==> src/rtl/sphere_scan_seq.sv <==
// rtl/sphere_scan_seq.sv - per-pixel sphere scan sequencer with nearest-hit tracking
// Reads the sphere register file, forwards each sphere downstream and reduces hit results to the nearest.
module sphere_scan_seq #(
   parameter int NUM_SPHERES = 4
) (
   input  logic         Clk,
   input  logic         Reset_n,
   input  logic         Start,
   output logic         Busy,
   output logic [1:0]   Read_index,
   input  logic [191:0] Sphere_pos,
   input  logic [23:0]  Sphere_col,
   input  logic [1:0]   curr_index,
   output logic         Out_valid,
   input  logic         Out_ready,
   output logic [191:0] Out_pos,
   output logic [23:0]  Out_col,
   output logic [1:0]   Out_index,
   input  logic         Res_valid,
   input  logic         Res_hit,
   input  logic [63:0]  Res_dist,
   output logic         Done,
   output logic         Hit,
   output logic [1:0]   Hit_index,
   output logic [23:0]  Hit_col
);

   localparam logic [1:0] LAST_IDX = 2'(NUM_SPHERES - 1);
   localparam logic [2:0] RES_MAX  = 3'(NUM_SPHERES);

   typedef enum logic [2:0] {
      S_IDLE,
      S_REQ,
      S_WAIT,
      S_SEND,
      S_COLLECT,
      S_DONE
   } state_t;

   state_t         r_state;
   state_t         w_state_nxt;
   logic [1:0]     r_idx;
   logic [2:0]     r_res_cnt;
   logic [63:0]    r_best_dist;
   logic           r_has_best;
   logic [1:0]     r_best_idx;
   logic [23:0]    r_col_buf [0:3];
   logic [191:0]   r_out_pos;
   logic [23:0]    r_out_col;
   logic [1:0]     r_out_index;
   logic           r_hit;
   logic [1:0]     r_hit_index;
   logic [23:0]    r_hit_col;

   logic           w_accept;
   logic           w_res_take;
   logic           w_better;
   logic [2:0]     w_res_cnt_nxt;
   logic           w_has_best_nxt;
   logic [1:0]     w_best_idx_nxt;

   // Results are reduced in every active state except DONE so early returns are never lost.
   always_comb begin
      w_accept       = (r_state == S_SEND) && Out_ready;
      w_res_take     = Res_valid && (r_res_cnt < RES_MAX) &&
                       ((r_state == S_REQ) || (r_state == S_WAIT) ||
                        (r_state == S_SEND) || (r_state == S_COLLECT));
      w_better       = w_res_take && Res_hit && (!r_has_best || (Res_dist < r_best_dist));
      w_res_cnt_nxt  = w_res_take ? (r_res_cnt + 3'd1) : r_res_cnt;
      w_has_best_nxt = r_has_best || w_better;
      w_best_idx_nxt = w_better ? r_res_cnt[1:0] : r_best_idx;
   end

   always_comb begin
      w_state_nxt = r_state;
      case (r_state)
         S_IDLE:    if (Start) w_state_nxt = S_REQ;
         S_REQ:     w_state_nxt = S_WAIT;
         S_WAIT:    w_state_nxt = S_SEND;
         S_SEND:    if (w_accept) w_state_nxt = (r_idx == LAST_IDX) ? S_COLLECT : S_REQ;
         S_COLLECT: if (w_res_cnt_nxt == RES_MAX) w_state_nxt = S_DONE;
         S_DONE:    w_state_nxt = S_IDLE;
         default:   w_state_nxt = S_IDLE;
      endcase
   end

   always_ff @(posedge Clk) begin
      if (!Reset_n) begin
         r_state     <= S_IDLE;
         r_idx       <= 2'd0;
         r_res_cnt   <= 3'd0;
         r_best_dist <= '1;
         r_has_best  <= 1'b0;
         r_best_idx  <= 2'd0;
         r_out_pos   <= '0;
         r_out_col   <= '0;
         r_out_index <= 2'd0;
         r_hit       <= 1'b0;
         r_hit_index <= 2'd0;
         r_hit_col   <= '0;
         for (int i = 0; i < 4; i++) r_col_buf[i] <= '0;
      end else begin
         r_state <= w_state_nxt;
         if ((r_state == S_IDLE) && Start) begin
            r_idx       <= 2'd0;
            r_res_cnt   <= 3'd0;
            r_best_dist <= '1;
            r_has_best  <= 1'b0;
            r_best_idx  <= 2'd0;
            r_hit       <= 1'b0;
            r_hit_index <= 2'd0;
            r_hit_col   <= '0;
         end else begin
            if (w_accept) r_idx <= r_idx + 2'd1;
            // Register file data is only valid during WAIT; the returned tag is trusted as-is.
            if (r_state == S_WAIT) begin
               r_out_pos              <= Sphere_pos;
               r_out_col              <= Sphere_col;
               r_out_index            <= curr_index;
               r_col_buf[curr_index]  <= Sphere_col;
            end
            r_res_cnt <= w_res_cnt_nxt;
            if (w_better) begin
               r_best_dist <= Res_dist;
               r_has_best  <= 1'b1;
               r_best_idx  <= r_res_cnt[1:0];
            end
            if ((r_state == S_COLLECT) && (w_state_nxt == S_DONE)) begin
               r_hit       <= w_has_best_nxt;
               r_hit_index <= w_has_best_nxt ? w_best_idx_nxt : 2'd0;
               r_hit_col   <= w_has_best_nxt ? r_col_buf[w_best_idx_nxt] : 24'd0;
            end
         end
      end
   end

   assign Busy       = (r_state != S_IDLE);
   assign Out_valid  = (r_state == S_SEND);
   assign Done       = (r_state == S_DONE);
   assign Read_index = (r_state == S_IDLE) ? 2'd0 : r_idx;
   assign Out_pos    = r_out_pos;
   assign Out_col    = r_out_col;
   assign Out_index  = r_out_index;
   assign Hit        = r_hit;
   assign Hit_index  = r_hit_index;
   assign Hit_col    = r_hit_col;

endmodule
==> config.mk <==
export PLATFORM = sky130hd
export DESIGN_NAME = sphere_scan_seq
export DESIGN_NICKNAME = d
export VERILOG_FILES = /design/src/rtl/sphere_scan_seq.sv
export SDC_FILE = /design/constraint.sdc
export NUM_CORES = 1
export LEC_CHECK = 0
export ABC_AREA = 1
export BUFFER_PORTS_ARGS = -buffer_cell sky130_fd_sc_hd__buf_2
export CORE_AREA = 2 2 209 211
export DETAILED_ROUTE_END_ITERATION = 16
export DIE_AREA = 0 0 211 213
export PLACE_DENSITY_LB_ADDON = 0.05
export SLEW_MARGIN = 5
export SYNTH_ARGS = -nofsm -noshare
export SYNTH_HDL_FRONTEND = slang
export SYNTH_SLANG_ARGS = --single-unit
==> constraint.sdc <==
create_clock -name Clk -period 7.7 [get_ports Clk]
set_input_delay 0.385 -clock Clk [delete_from_list [all_inputs] [get_ports Clk]]
set_output_delay 0.385 -clock Clk [all_outputs]
set_load 0.01 [all_outputs]
# Yosys cells after proc, flatten, opt, wreduce, memory -nomap -nowiden
# Memories as Yosys holds them, arrays and structs flattened.
# Cells that the tools add are included.
[totals]
mem_count = 1
in_bits = 288
ff_bits = 320
word_cells = 63
ram_bits = 96
out_inout_bits = 250
[memory_table]
columns = ["memory", "words", "word_bits", "read_ports", "rd_clocked_by_memory_dff", "write_ports", "line_no", "source"]
rows = [
  ["r_col_buf", 4, 24, 1, 0, 4, "47", "logic [23:0] r_col_buf [0:3];"],
]
[classes]
n_addsub = 2
n_reduce_logical = 18
n_eq_ne = 8
bitwise_logic = 2
n_lt_le_gt_ge = 2
muxes = 18
[ops]
columns = ["op", "n"]
rows = [
  ["less-than comparator 64 bit", 1],
  ["two-way mux 24 bit", 2],
  ["OR reduction 24 bit", 1],
  ["two-way mux 3 bit", 5],
  ["case mux 3 bit (5 select lines)", 1],
  ["equality test 3 bit (second input constant)", 4],
  ["two-way mux 2 bit", 4],
  ["logical AND 1 bit", 7],
  ["equality test 3 x 2 -> 1 bit (second input constant)", 2],
  ["two-way mux 1 bit", 6],
  ["logical OR 1 bit", 5],
  ["adder 3 x 1 -> 3 bit (second input constant)", 1],
  ["equality test 3 x 1 -> 1 bit (second input constant)", 1],
  ["zero test 3 bit", 1],
  ["less-than comparator 3 bit (second input constant)", 1],
  ["nonzero test 3 bit", 1],
  ["adder 2 x 1 -> 2 bit (second input constant)", 1],
  ["equality test 2 bit (second input constant)", 1],
  ["inverter 1 bit", 2],
  ["AND reduction 2 bit", 1],
  ["OR reduction 2 bit", 1],
  ["zero test 1 bit", 1],
]

# Depth between registers and ports, before layout
# Gate-level depths: netlist of the first run.
[logic_depth]
ltp_word = 11
mapped_depth = 24
mapped_depth_nobuf = 23

# Least setup slack after synthesis of the first run
# OpenSTA, ideal clock, no wires.
[synth_path]
path_kind = "register -> register"
from = "register r_state[2]"
to = "memory r_col_buf[3][0], enable pin"
synth_period_minus_slack_ns = 3.326
path_buffers = 2
path_slack_ns = 4.374
setup_time_ns = 0.442
path_stages_with_launch = 6
t_required_ns = 7.258
t_arrival_ns = 2.884
cell_sequence = "dfxtp_1 > nor2_2 > nand2_2 > clkbuf_1 > clkbuf_1 > o31ai_1"
[synth_lines]
columns = ["element", "line_no", "source"]
rows = [
  ["start, declared", "40", "state_t r_state;"],
  ["start signal, assigned", "103", "r_state <= w_state_nxt;"],
  ["end, declared", "47", ""],
]

==> results of run 1 <==
-- final cells by class --
type                            instances  area share, %
Inverter                              218           3.46
Multi-Input combinational cell       1325           28.1
Tap cell                              546           2.89
Clock inverter                         16           1.06
Timing Repair Buffer                  731           19.5
Antenna cell                           11          0.116
Clock buffer                           69           5.65
Sequential cell                       416           39.2
-- per-layer routing --
layer | global-route usage, % | routed length (um) | up-vias
met5 | 0 | 0 | -
met4 | 10.5 | 2040 | 0
met3 | 8.16 | 4940 | 109
met2 | 43.4 | 28900 | 542
met1 | 31.5 | 24300 | 7558
li1 | - | - | 8089
-- flip-flops by register name (all words and copies together) (netlist names) --
name,count
r_state,3
r_best_dist,64
Out_col,24
Out_index,2
Hit_col,24
r_col_buf,96
r_has_best,1
Out_pos,192
r_best_idx,2
r_idx,2
Hit_index,2
Hit,1
r_res_cnt,3
-- Yosys cell counts --
cell	n
nor3_2	2
nand3_1	324
o21ai_0	14
nor3_1	5
nand2_1	613
nand3_2	2
nor2_2	2
inv_1	213
o211ai_1	66
buf_2	17
nand3b_4	1
a21oi_2	20
clkbuf_1	92
a32o_1	1
o21ai_2	1
ha_1	65
nor2_1	125
o21ai_4	1
clkinv_1	1
dfxtp_1	320
or2_2	1
o21a_1	1
nor2_8	1
buf_4	7
inv_2	4
a31oi_1	1
nand4_1	5
a21oi_1	41
o31ai_1	1
xor2_1	1
buf_1	9
nand2_4	1
nand2_2	4
o21ai_1	2
edfxtp_1	96
buf_6	1
a31o_2	24
-- tightest hold or removal path, delay by kind of cell --
kind	cells	cell delay [ns]
buffers and inverters	1	0.09
AND/OR/NAND/NOR	2	0.10
-- power groups by stage --
stage | Clock [mW] | Sequential [mW] | Combinational, mW
floorplan | 0 | 2.52 | 0.376
CTS | 2.38 | 2.44 | 0.811
finish | 2.32 | 2.44 | 0.808
global route | 2.46 | 2.45 | 0.899
global placement | 0 | 2.48 | 0.723
detailed placement | 0 | 2.48 | 0.728
-- cell families after synthesis --
family | share of synthesized area [%]
AO/OA/AOI/OAI | 7.08
AND/OR/NAND/NOR | 26.5
flip-flops | 53.8
XOR/XNOR | 0.0507
adder cells (fa/ha/maj) | 4.71
buffers and inverters | 7.80
-- stage by stage --
step           total power [mW]  worst slack (ns)
2_1_floorplan              2.90              4.37
3_3_place_gp               3.20              3.24
3_5_place_dp               3.21              3.23
4_1_cts                    5.63              3.21
5_1_grt                    5.81              2.92
6_report                   5.57              3.33
-- worst paths after layout --
path	start	endpoint	slack, ns	cells past startpoint
min reg2reg	Hit_col[0]$_SDFFE_PP0P_	Hit_col[0]$_SDFFE_PP0P_	0.46	2
min	Sphere_pos[185]	Out_pos[185]$_SDFFE_PN0P_	0.04	3
max reg2reg	r_state[2]$_SDFF_PN0_	r_col_buf[1][19]$_SDFFCE_PN0P_	3.33	5
max	r_state[2]$_SDFF_PN0_	r_col_buf[1][19]$_SDFFCE_PN0P_	3.33	5
==> summary.md, run 1 <==
| Metric | Value |
|---|---|
| Total GRT Usage | between 20% and 30% |
| Total placed cells including tap cells | a little over 3000 |
| WL/cell | about 18 um |
| Crit-path slowest cell | nand2_1 |
| Final max-slew violation count | 0 |
| Die H | roughly 210 um |
| Unrepaired setup endpoints after global routing | false |
| Final setup fails | 0 |
| Crit Path Category | reg2reg |
| Combinational cell fraction of total power | roughly 14% |
| Commonest non-fill, non-tap cell in the layout | nand2_1 |
| Fin. Hold Viols | 0 |
| LEAKAGE | about 12 nW |
| Req. time, crit path | approximately 7.9 ns |
| CTS tree | built |
| Total clock sinks | roughly 420 |
| H-tree Lvls | 2 |
| CP Capture Type | flop |
| Status | finished clean |
| Die area | about 45000 um2 |
| Worst slew pin tran | between 1 and 1.5 ns |
| Area delta synth->final | 37.2% |
| Sequential area share after synthesis | 53.8% |
| Syn avg cell area | slightly above 8 um2 |
| Die width | 211 um |
| Register area | roughly 9300 um2 |
| Hold/Removal Path Class | in2reg |
| Vias post-DR | between 15000 and 20000 |
| MaxCap Viol Count | 0 |
| Final hold slack | approximately 0.040 ns |
| Int Pwr | 4.09 mW |
| Psw | between 1 and 1.5 mW |
| Critical path, cell by cell | nor2_2, nand2_8, nor2_4, nand3_1, nand2_1 |
| Worst vdd ir | about 0.00017 V |
| First-pass GRT wire length | ~90000 um |
| Root buf cell | clkbuf_16 |
| Fmax | between 200 and 250 MHz |
| Reg power frac | a little over two fifths |
| Port bufs | 537 |
| DR vias/cell | between 4 and 5 |
| Top cells by area, synth | dfxtp_1 37%, edfxtp_1 17%, nand2_1 13% |
| Cell area after layout | roughly 24000 um2 |
| DR pass1 iterations | 5 |
| Yosys top cell area share | between 30% and 40% |
| Yosys warning total | 0 |
| Footprint of the multi-input gates | 6660 um2 |
| Pin count of the biggest net entering global routing | approximately 160 |
| CP startpoint kind | flop |
| Top delay family on crit path | simple AND/OR/NAND/NOR gates |
| Unique masters post-synth | 37 |
| Syn_nets | between 2000 and 2500 |
| # hold bufs at CTS | 183 |
| # rows | 76 |
| Max incr delay on CP | roughly 1.4 ns |
| Clock skew | roughly 0.016 ns |
| Gate count of the mapped netlist | 2085 |
| GP Congestion | just under 0.9 |
| Initial antenna violation count | 10 |
| Post_cts resized | 0 |
| Final ANT Viol Nets | 0 |
| Layout cells sized above 1 | 24.7% |
| Minimum clock period after layout | 4.37 ns |
| Yosys top cell by area | dfxtp_1 |
| Overflow after GRT | 0 |
| Placed Area | a little over 20000 um2 |
| Cts bufs inserted | 47 |
| Clk_lat worst skew | about 0.57 ns |
| Clock power share | between 40% and 50% |
| Most frequent cells in the layout | 613 x nand2_1, 536 x buf_2, 324 x nand3_1 |
| Residual DRC count | 0 |
| Postcts setup bufs | 0 |
| CP Buf/Inv Count | 0 |
| CTS max path bufs | 3 |
| Worst EP arrival | between 4 and 5 ns |
| Slew headroom | between 10% and 20% |
| Synthesized cell area | roughly 17000 um2 |
| Starting Density | around two fifths |
| IO Pins | about 540 |
| Core footprint | roughly 43000 um2 |
| Tcrit/Tclk final | 56.7% |
| Final Util | a little under three fifths |
| Power density cells | 235 nW/um2 |
| Nets | roughly 3100 |
| Final TNS setup | 0 ns |
| DRT Wirelength | roughly 60000 um |
| DR iter-0 viols | around 1100 |
| Clk pin slew, worst setup/hold paths | 0.06 ns |
| Sw Share | a little over a quarter |
| CP Max Fanout | 155 |
| Flop and latch count out of synthesis | ~420 |
| Vias in the first global route | about 16000 |
| Fill count | 3971 |
| Fin cells | between 3000 and 4000 |
| DP Wirelength | ~42000 um |
Power figures use the tool's default switching activity.
==> run 2, diff against run 1 <==
- clock period: 7.7 -> 3.9 ns (I/O delays scaled with it)
==> summary.md, run 2 (synthesized netlist as in run 1, its figures left out) <==
| Metric | Value |
|---|---|
| Status | finished clean (unchanged) |
| Stages on the worst setup path | 6 (was 5) |
| Die H | 213 um (unchanged) |
| # hold bufs at CTS | 299 (was 183) |
| Fill count | 3893 (was 3971) |
| Pin count of the biggest net entering global routing | 109 (was 156) |
| CTS tree | built (unchanged) |
| WL/cell | 17.6 um (was 18.1 um) |
| Final hold slack | 0.0270 ns (was 0.0398 ns) |
| Footprint of the multi-input gates | 6660 um2 (unchanged) |
| Power density cells | 438 nW/um2 (was 235 nW/um2) |
| Reg2reg end | Out_pos[88]$_SDFFE_PN0P_ (was r_col_buf[1][19]$_SDFFCE_PN0P_) |
| Total clock sinks | 416 (unchanged) |
| Clock power share | 40.1% (was 41.7%) |
| Total GRT Usage | 26.7% (was 26.1%) |
| CP Max Fanout | 104 (was 155) |
| Unrepaired setup endpoints after global routing | false (unchanged) |
| MaxCap Viol Count | 0 (unchanged) |
| Max incr delay on CP | 0.93 ns (was 1.36 ns) |
| Clk pin slew, worst setup/hold paths | 0.06 ns (about the same) |
| Combinational cell fraction of total power | 15.8% (was 14.5%) |
| CTS max path bufs | 3 (unchanged) |
| Worst EP arrival | 3.51 ns (was 4.54 ns) |
| DRT Wirelength | 61200 um (was 60200 um) |
| IO Pins | 538 (unchanged) |
| Die width | 211 um (unchanged) |
| Residual DRC count | 0 (unchanged) |
| DR pass1 iterations | 7 (was 5) |
| Crit Path Category | reg2reg (unchanged) |
| DR iter-0 viols | 1180 (was 1134) |
| Area delta synth->final | 44.3% (was 37.2%) |
| Register area | 9290 um2 (unchanged) |
| Final TNS setup | 0 ns (unchanged) |
| Postcts setup bufs | 0 (unchanged) |
| Die area | 44900 um2 (unchanged) |
| Vias in the first global route | 16600 (was 15900) |
| Final max-slew violation count | 0 (unchanged) |
| Critical path, cell by cell | nor2_2, nand2_8, buf_4, buf_4, nand3_1, nand2_1 (was nor2_2, nand2_8, nor2_4, nand3_1, nand2_1) |
| Fmax | 333 MHz (was 229 MHz) |
| R2R Path Start | r_state[2]$_SDFF_PN0_ (unchanged) |
| Final setup fails | 0 (unchanged) |
| Final ANT Viol Nets | 0 (unchanged) |
| CP startpoint kind | flop (unchanged) |
| Tcrit/Tclk final | 77.0% (was 56.7%) |
| Req. time, crit path | 4.41 ns (was 7.87 ns) |
| Worst vdd ir | 0.000290 V (was 0.000167 V) |
| Minimum clock period after layout | 3.00 ns (was 4.37 ns) |
| Psw | 2.95 mW (was 1.48 mW) |
| Core footprint | 42700 um2 (unchanged) |
| # rows | 76 (unchanged) |
| Port bufs | 537 (unchanged) |
| Reg power frac | 44.2% (was 43.8%) |
| Vias post-DR | 16800 (was 16300) |
| Crit-path slowest cell | buf_4 (was nand2_1) |
| Starting Density | 40.4% (unchanged) |
| Top delay family on crit path | buffers and inverters (was simple AND/OR/NAND/NOR gates) |
| Cts bufs inserted | 47 (unchanged) |
| LEAKAGE | 12.9 nW (was 12.3 nW) |
| Crit path capture | Out_pos[88]$_SDFFE_PN0P_ (was r_col_buf[1][19]$_SDFFCE_PN0P_) |
| CP Capture Type | flop (unchanged) |
| Worst Reg2Reg Path Length in Cells | 6 (was 5) |
| H-tree Lvls | 2 (unchanged) |
| Slew headroom | 23.8% (was 12.9%) |
| Clk_lat worst skew | 0.58 ns (was 0.57 ns) |
| Fin. Hold Viols | 0 (unchanged) |
| Worst slew pin tran | 1.14 ns (was 1.30 ns) |
| Most frequent CP cell | buf_4 |
| DP Wirelength | 41700 um (was 41800 um) |
| Nets | 3226 (was 3092) |
| Commonest non-fill, non-tap cell in the layout | nand2_1 (unchanged) |
| CP Buf/Inv Count | 2 (was 0) |
| Max reg flops | 192 (unchanged) |
| Post_cts resized | 0 (unchanged) |
| Most frequent cells in the layout | 613 x nand2_1, 536 x buf_2, 324 x nand3_1 (unchanged) |
| Sw Share | 27.1% (was 26.7%) |
| Overflow after GRT | 0 (unchanged) |
| Layout cells sized above 1 | 24.2% (was 24.7%) |
| Clock skew | 0.0251 ns (was 0.0163 ns) |
| First-pass GRT wire length | 93200 um (was 90500 um) |
| Root buf cell | clkbuf_16 (unchanged) |
| R2r setup slk | 0.90 ns (was 3.33 ns) |
| CP startpoint | r_state[2]$_SDFF_PN0_ (unchanged) |
| DR vias/cell | 4.85 (was 4.89) |
| Initial antenna violation count | 13 (was 10) |
| Hold/Removal Path Class | in2reg (unchanged) |
| Int Pwr | 7.95 mW (was 4.09 mW) |
| GP Congestion | 0.865 (was 0.866) |
==> run 2: how the worst min path moves through the flow <==
stage                          from                             end  cells after the start
floorplan             Sphere_pos[0]         Out_pos[0]$_SDFFE_PN0P_                      2
global placement    Sphere_pos[136]       Out_pos[136]$_SDFFE_PN0P_                      3
detailed placement  Sphere_pos[162]       Out_pos[162]$_SDFFE_PN0P_                      3
CTS                           Start           r_state[0]$_SDFF_PN0_                      5
global route         Sphere_col[12]  r_col_buf[1][12]$_SDFFCE_PN0P_                      3
finish               Sphere_col[12]  r_col_buf[1][12]$_SDFFCE_PN0P_                      3
==> run 2: through the flow <==
| stage | cell area [um2] | cells | setup WS, ns | total power [mW] | utilization [%] |
|---|---|---|---|---|---|
| 2_1_floorplan | 17300 | 2085 | 0.574 | 5.72 | - |
| 3_3_place_gp | 20400 | 3071 | 0.966 | 6.33 | 47.7 |
| 3_5_place_dp | 20400 | 3071 | 0.947 | 6.35 | 47.7 |
| 4_1_cts | 24900 | 3455 | 0.919 | 11.0 | 58.3 |
| 5_1_grt | 24900 | 3467 | 0.610 | 11.4 | 58.3 |
| 6_report | 24900 | 3468 | 0.898 | 10.9 | 58.3 |
==> run 2: metal layers <==
metal / share of wire [%] / wire length, um / global-route usage, % / up-vias
met5: 0.026 / 16 / 0 / -
met4: 3.7 / 2250 / 11.4 / 2
met3: 8.4 / 5170 / 8.57 / 130
met2: 48 / 29600 / 44.4 / 533
met1: 39 / 24200 / 31.7 / 7809
li1: - / - / - / 8362
==> run 2: tightest hold or removal path, stage by stage <==
cell and delay [ns]:
buf_2 0.08, inv_1 0.09, nor2_1 0.11
==> run 2: layout make-up <==
| type | count | area share, % |
|---|---|---|
| inverter | 218 | 3.29 |
| clock buffer | 64 | 5.30 |
| multi-input combinational | 1325 | 26.7 |
| timing repair buffer | 865 | 23.8 |
| tap | 546 | 2.74 |
| antenna | 13 | 0.131 |
| sequential | 416 | 37.3 |
| clock inverter | 21 | 0.748 |
==> run 2: power groups by stage <==
stage | logic (mW) | clock network (mW) | registers, mW
floorplan | 0.742 | 0 | 4.98
global placement | 1.45 | 0 | 4.89
detailed placement | 1.46 | 0 | 4.90
CTS | 1.72 | 4.47 | 4.81
global route | 1.91 | 4.66 | 4.84
finish | 1.72 | 4.37 | 4.82
==> run 3, diff against run 2 <==
- ABC_AREA: 1 -> 0
- CORE_AREA: 2 2 209 211 -> 2 2 207 209
- DIE_AREA: 0 0 211 213 -> 0 0 209 211
- clock period: 3.9 -> 2.5 ns (I/O delays scaled with it)
==> summary.md, run 3 <==
| Metric | Value |
|---|---|
| Status | finished, violations left (was finished clean) |
| Failing checks | negative setup slack |
| DR pass1 iterations | 5 (was 7) |
| Setup WS post-layout | -0.343 ns (was 0.898 ns) |
| Crit Path Category | reg2reg (unchanged) |
| Placed Area | 19900 um2 (was 20400 um2) |
| Yosys warning total | 0 (unchanged) |
| DRT Wirelength | 61000 um (was 61200 um) |
| Total chip power | 17.3 mW (was 10.9 mW) |
| Req. time, crit path | 2.96 ns (was 4.41 ns) |
| H-tree Lvls | 2 (unchanged) |
| Yosys top cell area share | 40.0% (was 37.1%) |
| Worst slew pin tran | 1.15 ns (was 1.14 ns) |
| CP startpoint kind | flop (unchanged) |
| Worst EP arrival | 3.30 ns (was 3.51 ns) |
| Most frequent cell after synthesis | dfxtp_1 (was nand2_1) |
| Hold/Removal Path Class | in2reg (unchanged) |
| Overflow after GRT | 0 (unchanged) |
| GP Congestion | 0.877 (was 0.865) |
| Fin. Hold Viols | 0 (unchanged) |
| Met3 WL post-DR | 5480 um (was 5170 um) |
| CP Capture Type | flop (unchanged) |
| Crit-path slowest cell | nor4_4 (was buf_4) |
| Post-synth top flop | dfxtp_1 (unchanged) |
| Port bufs | 537 (unchanged) |
| Residual DRC count | 0 (unchanged) |
| Syn avg cell area | 11.6 um2 (was 8.28 um2) |
| Uppermost layer routed | met4 (was met5) |
| Syn_nets | 1734 (was 2438) |
| Post-synth EDFFs | 96 (unchanged) |
| LEAKAGE | 12.3 nW (was 12.9 nW) |
| Gate count of the mapped netlist | 1381 (was 2085) |
| Flop and latch count out of synthesis | 416 (unchanged) |
| # rows | 75 (was 76) |
| Vias post-DR | 14500 (was 16800) |
| Die area | 44100 um2 (was 44900 um2) |
| CTS tree | built (unchanged) |
| DR vias/cell | 5.04 (was 4.85) |
| Commonest non-fill, non-tap cell in the layout | buf_2 (was nand2_1) |
| Sequential area share after synthesis | 58.0% (was 53.8%) |
| Final max-slew violation count | 0 (unchanged) |
| Die H | 211 um (was 213 um) |
| Yosys top cell by area | dfxtp_1 (unchanged) |
| IO Pins | 538 (unchanged) |
| Max reg flops | 192 (unchanged) |
| Starting Density | 38.4% (was 40.4%) |
| Fill count | 3321 (was 3893) |
| Ys async rst share | 0% (unchanged) |
| MaxCap Viol Count | 0 (unchanged) |
| Total GRT Usage | 26.4% (was 26.7%) |
| Power density cells | 665 nW/um2 (was 438 nW/um2) |
| Clk pin slew, worst setup/hold paths | 0.06 ns (about the same) |
| WL/cell | 21.1 um (was 17.6 um) |
| Tcrit/Tclk final | 114% (was 77.0%) |
| Routed length on met1 | 24400 um (was 24200 um) |
| Footprint of the multi-input gates | 7070 um2 (was 6660 um2) |
| Initial antenna violation count | 10 (was 13) |
| Register area | 9300 um2 (was 9290 um2) |
| Fmax | 352 MHz (was 333 MHz) |
| Layout cells sized above 1 | 41.3% (was 24.2%) |
| Die width | 209 um (was 211 um) |
| Final ANT Viol Nets | 0 (unchanged) |
| Most frequent cells in the layout | 537 x buf_2, 310 x dfxtp_1, 285 x dlygate4sd3_1 (was 613 x nand2_1, 536 x buf_2, 324 x nand3_1) |
| Most frequent CP cell | nand4_1 (was buf_4) |
| Unrepaired setup endpoints after global routing | true (was false) |
| Critical path, cell by cell | inv_2, ha_4, nand4_1, nor4_4, buf_4, a22oi_2, nand4_1, mux2i_1, a31oi_2, nand3_4, buf_12, clkbuf_16, mux2i_2, o221ai_2 (was nor2_2, nand2_8, buf_4, buf_4, nand3_1, nand2_1) |
| Slew headroom | 23.5% (was 23.8%) |
| DR iter-0 viols | 854 (was 1180) |
| Synthesized cell area | 16000 um2 (was 17300 um2) |
| First-pass GRT wire length | 89700 um (was 93200 um) |
| Total clock sinks | 416 (unchanged) |
| CTS max path bufs | 3 (unchanged) |
| Worst vdd ir | 0.000560 V (was 0.000290 V) |
| Nets | 2654 (was 3226) |
| Area delta synth->final | 62.8% (was 44.3%) |
| Unique masters post-synth | 58 (was 37) |
| Cts bufs inserted | 47 (unchanged) |
| Core footprint | 41800 um2 (was 42700 um2) |
| CP Max Fanout | 8 (was 104) |
| Clock skew | 0.0131 ns (was 0.0251 ns) |
| Routed length on met2 | 29600 um (about the same) |
| Vias in the first global route | 15100 (was 16600) |
| Max incr delay on CP | 0.34 ns (was 0.93 ns) |
| Most instantiated cells after synthesis | 320 x dfxtp_1, 193 x a22o_1, 122 x nand2_1, 96 x edfxtp_1, 79 x and2_1 (was 613 x nand2_1, 324 x nand3_1, 320 x dfxtp_1, 213 x inv_1, 125 x nor2_1) |
| Top cells by area, synth | dfxtp_1 40%, edfxtp_1 18%, a22o_1 11% (was dfxtp_1 37%, edfxtp_1 17%, nand2_1 13%) |
| Minimum clock period after layout | 2.84 ns (was 3.00 ns) |
| Pin count of the biggest net entering global routing | 194 (was 109) |
| DP Wirelength | 39000 um (was 41700 um) |
| Cell area after layout | 26100 um2 (was 24900 um2) |
| Clk_lat worst skew | 0.58 ns (about the same) |
| Root buf cell | clkbuf_16 (unchanged) |
| Final setup fails | 89 (was 0) |
| Final hold slack | 0.0481 ns (was 0.0270 ns) |
run 3: cell families after synthesis:
kind of cell | Yosys count | synth area share (%)
simple gates | 305 | 9.79
compound gates | 380 | 19.6
flops | 416 | 58.0
fa+ha+maj | 65 | 5.08
mux | 50 | 3.13
xor+xnor | 2 | 0.109
buf+inv | 163 | 4.30
run 3: path summary, 6_finish.rpt:
check | startpoint | to | slack [ns] | depth (start not counted)
max | r_best_dist[54]$_SDFFE_PP1P_ | Hit_col[4]$_SDFFE_PP0P_ | -0.34 | 14
min | Reset_n | Out_col[2]$_SDFFE_PN0P_ | 0.05 | 3
max reg2reg | r_best_dist[54]$_SDFFE_PP1P_ | Hit_col[4]$_SDFFE_PP0P_ | -0.34 | 14
min reg2reg | Out_col[13]$_SDFFE_PN0P_ | Out_col[13]$_SDFFE_PN0P_ | 0.44 | 1
run 3: repair_timing:
item,CTS,global route
buffers inserted,23,15
endpoints found under the setup margin,90,91
endpoints found under the hold margin,384,0
pin swaps,38,71
gates cloned,15,6
gates resized for setup,106,148
hold buffers,285,0
run 3: cell type report:
| class | count | share of cell area [%] |
|---|---|---|
| clock buffers | 66 | 5.09 |
| flip-flops and latches | 416 | 35.7 |
| diodes | 10 | 0.0960 |
| well taps | 539 | 2.59 |
| repair buffers | 967 | 27.7 |
| multi-input cells | 802 | 27.1 |
| inverters | 67 | 0.964 |
| clock inverters | 21 | 0.820 |
run 3: report_power, final:
part / internal, mW / total (mW) / switching, mW / leakage, nW
Clock: 4.12 / 6.95 / 2.83 / 0.764
Sequential: 7.29 / 7.49 / 0.196 / 3.59
Combinational: 1.46 / 2.90 / 1.44 / 7.93
Total: 12.9 / 17.3 / 4.47 / 12.3
run 3: per-layer routing:
| layer | vias up | track usage (%) |
|---|---|---|
| met2 | 501 | 44.5 |
| met4 | 0 | 8.18 |
| li1 | 6937 | - |
| met3 | 116 | 9.93 |
| met1 | 6989 | 31.3 |
| met5 | - | 0 |
run 3: metrics by stage:
stage / worst slack [ns] / TNS, ns / std cells / utilization (%)
after CTS: -0.254 / -13.12 / 2866 / 60.7
after global placement: -0.283 / -16.26 / 2456 / 47.6
final: -0.343 / -21.00 / 2888 / 62.5
after global routing: -0.534 / -34.27 / 2887 / 62.4
after detailed placement: -0.322 / -18.26 / 2456 / 47.6
after floorplan: -0.0644 / -1.58 / 1381 / -
run 3: worst max-delay path: cells and delay by family, from the launching register on:
family	cells	cell delay [ns]
AOI/OAI and AO/OA	3	0.24
muxes	2	0.48
and+or+nand+nor	4	0.86
DFF	1	0.32
adders and majority gates	1	0.26
buffers and inverters	4	0.56
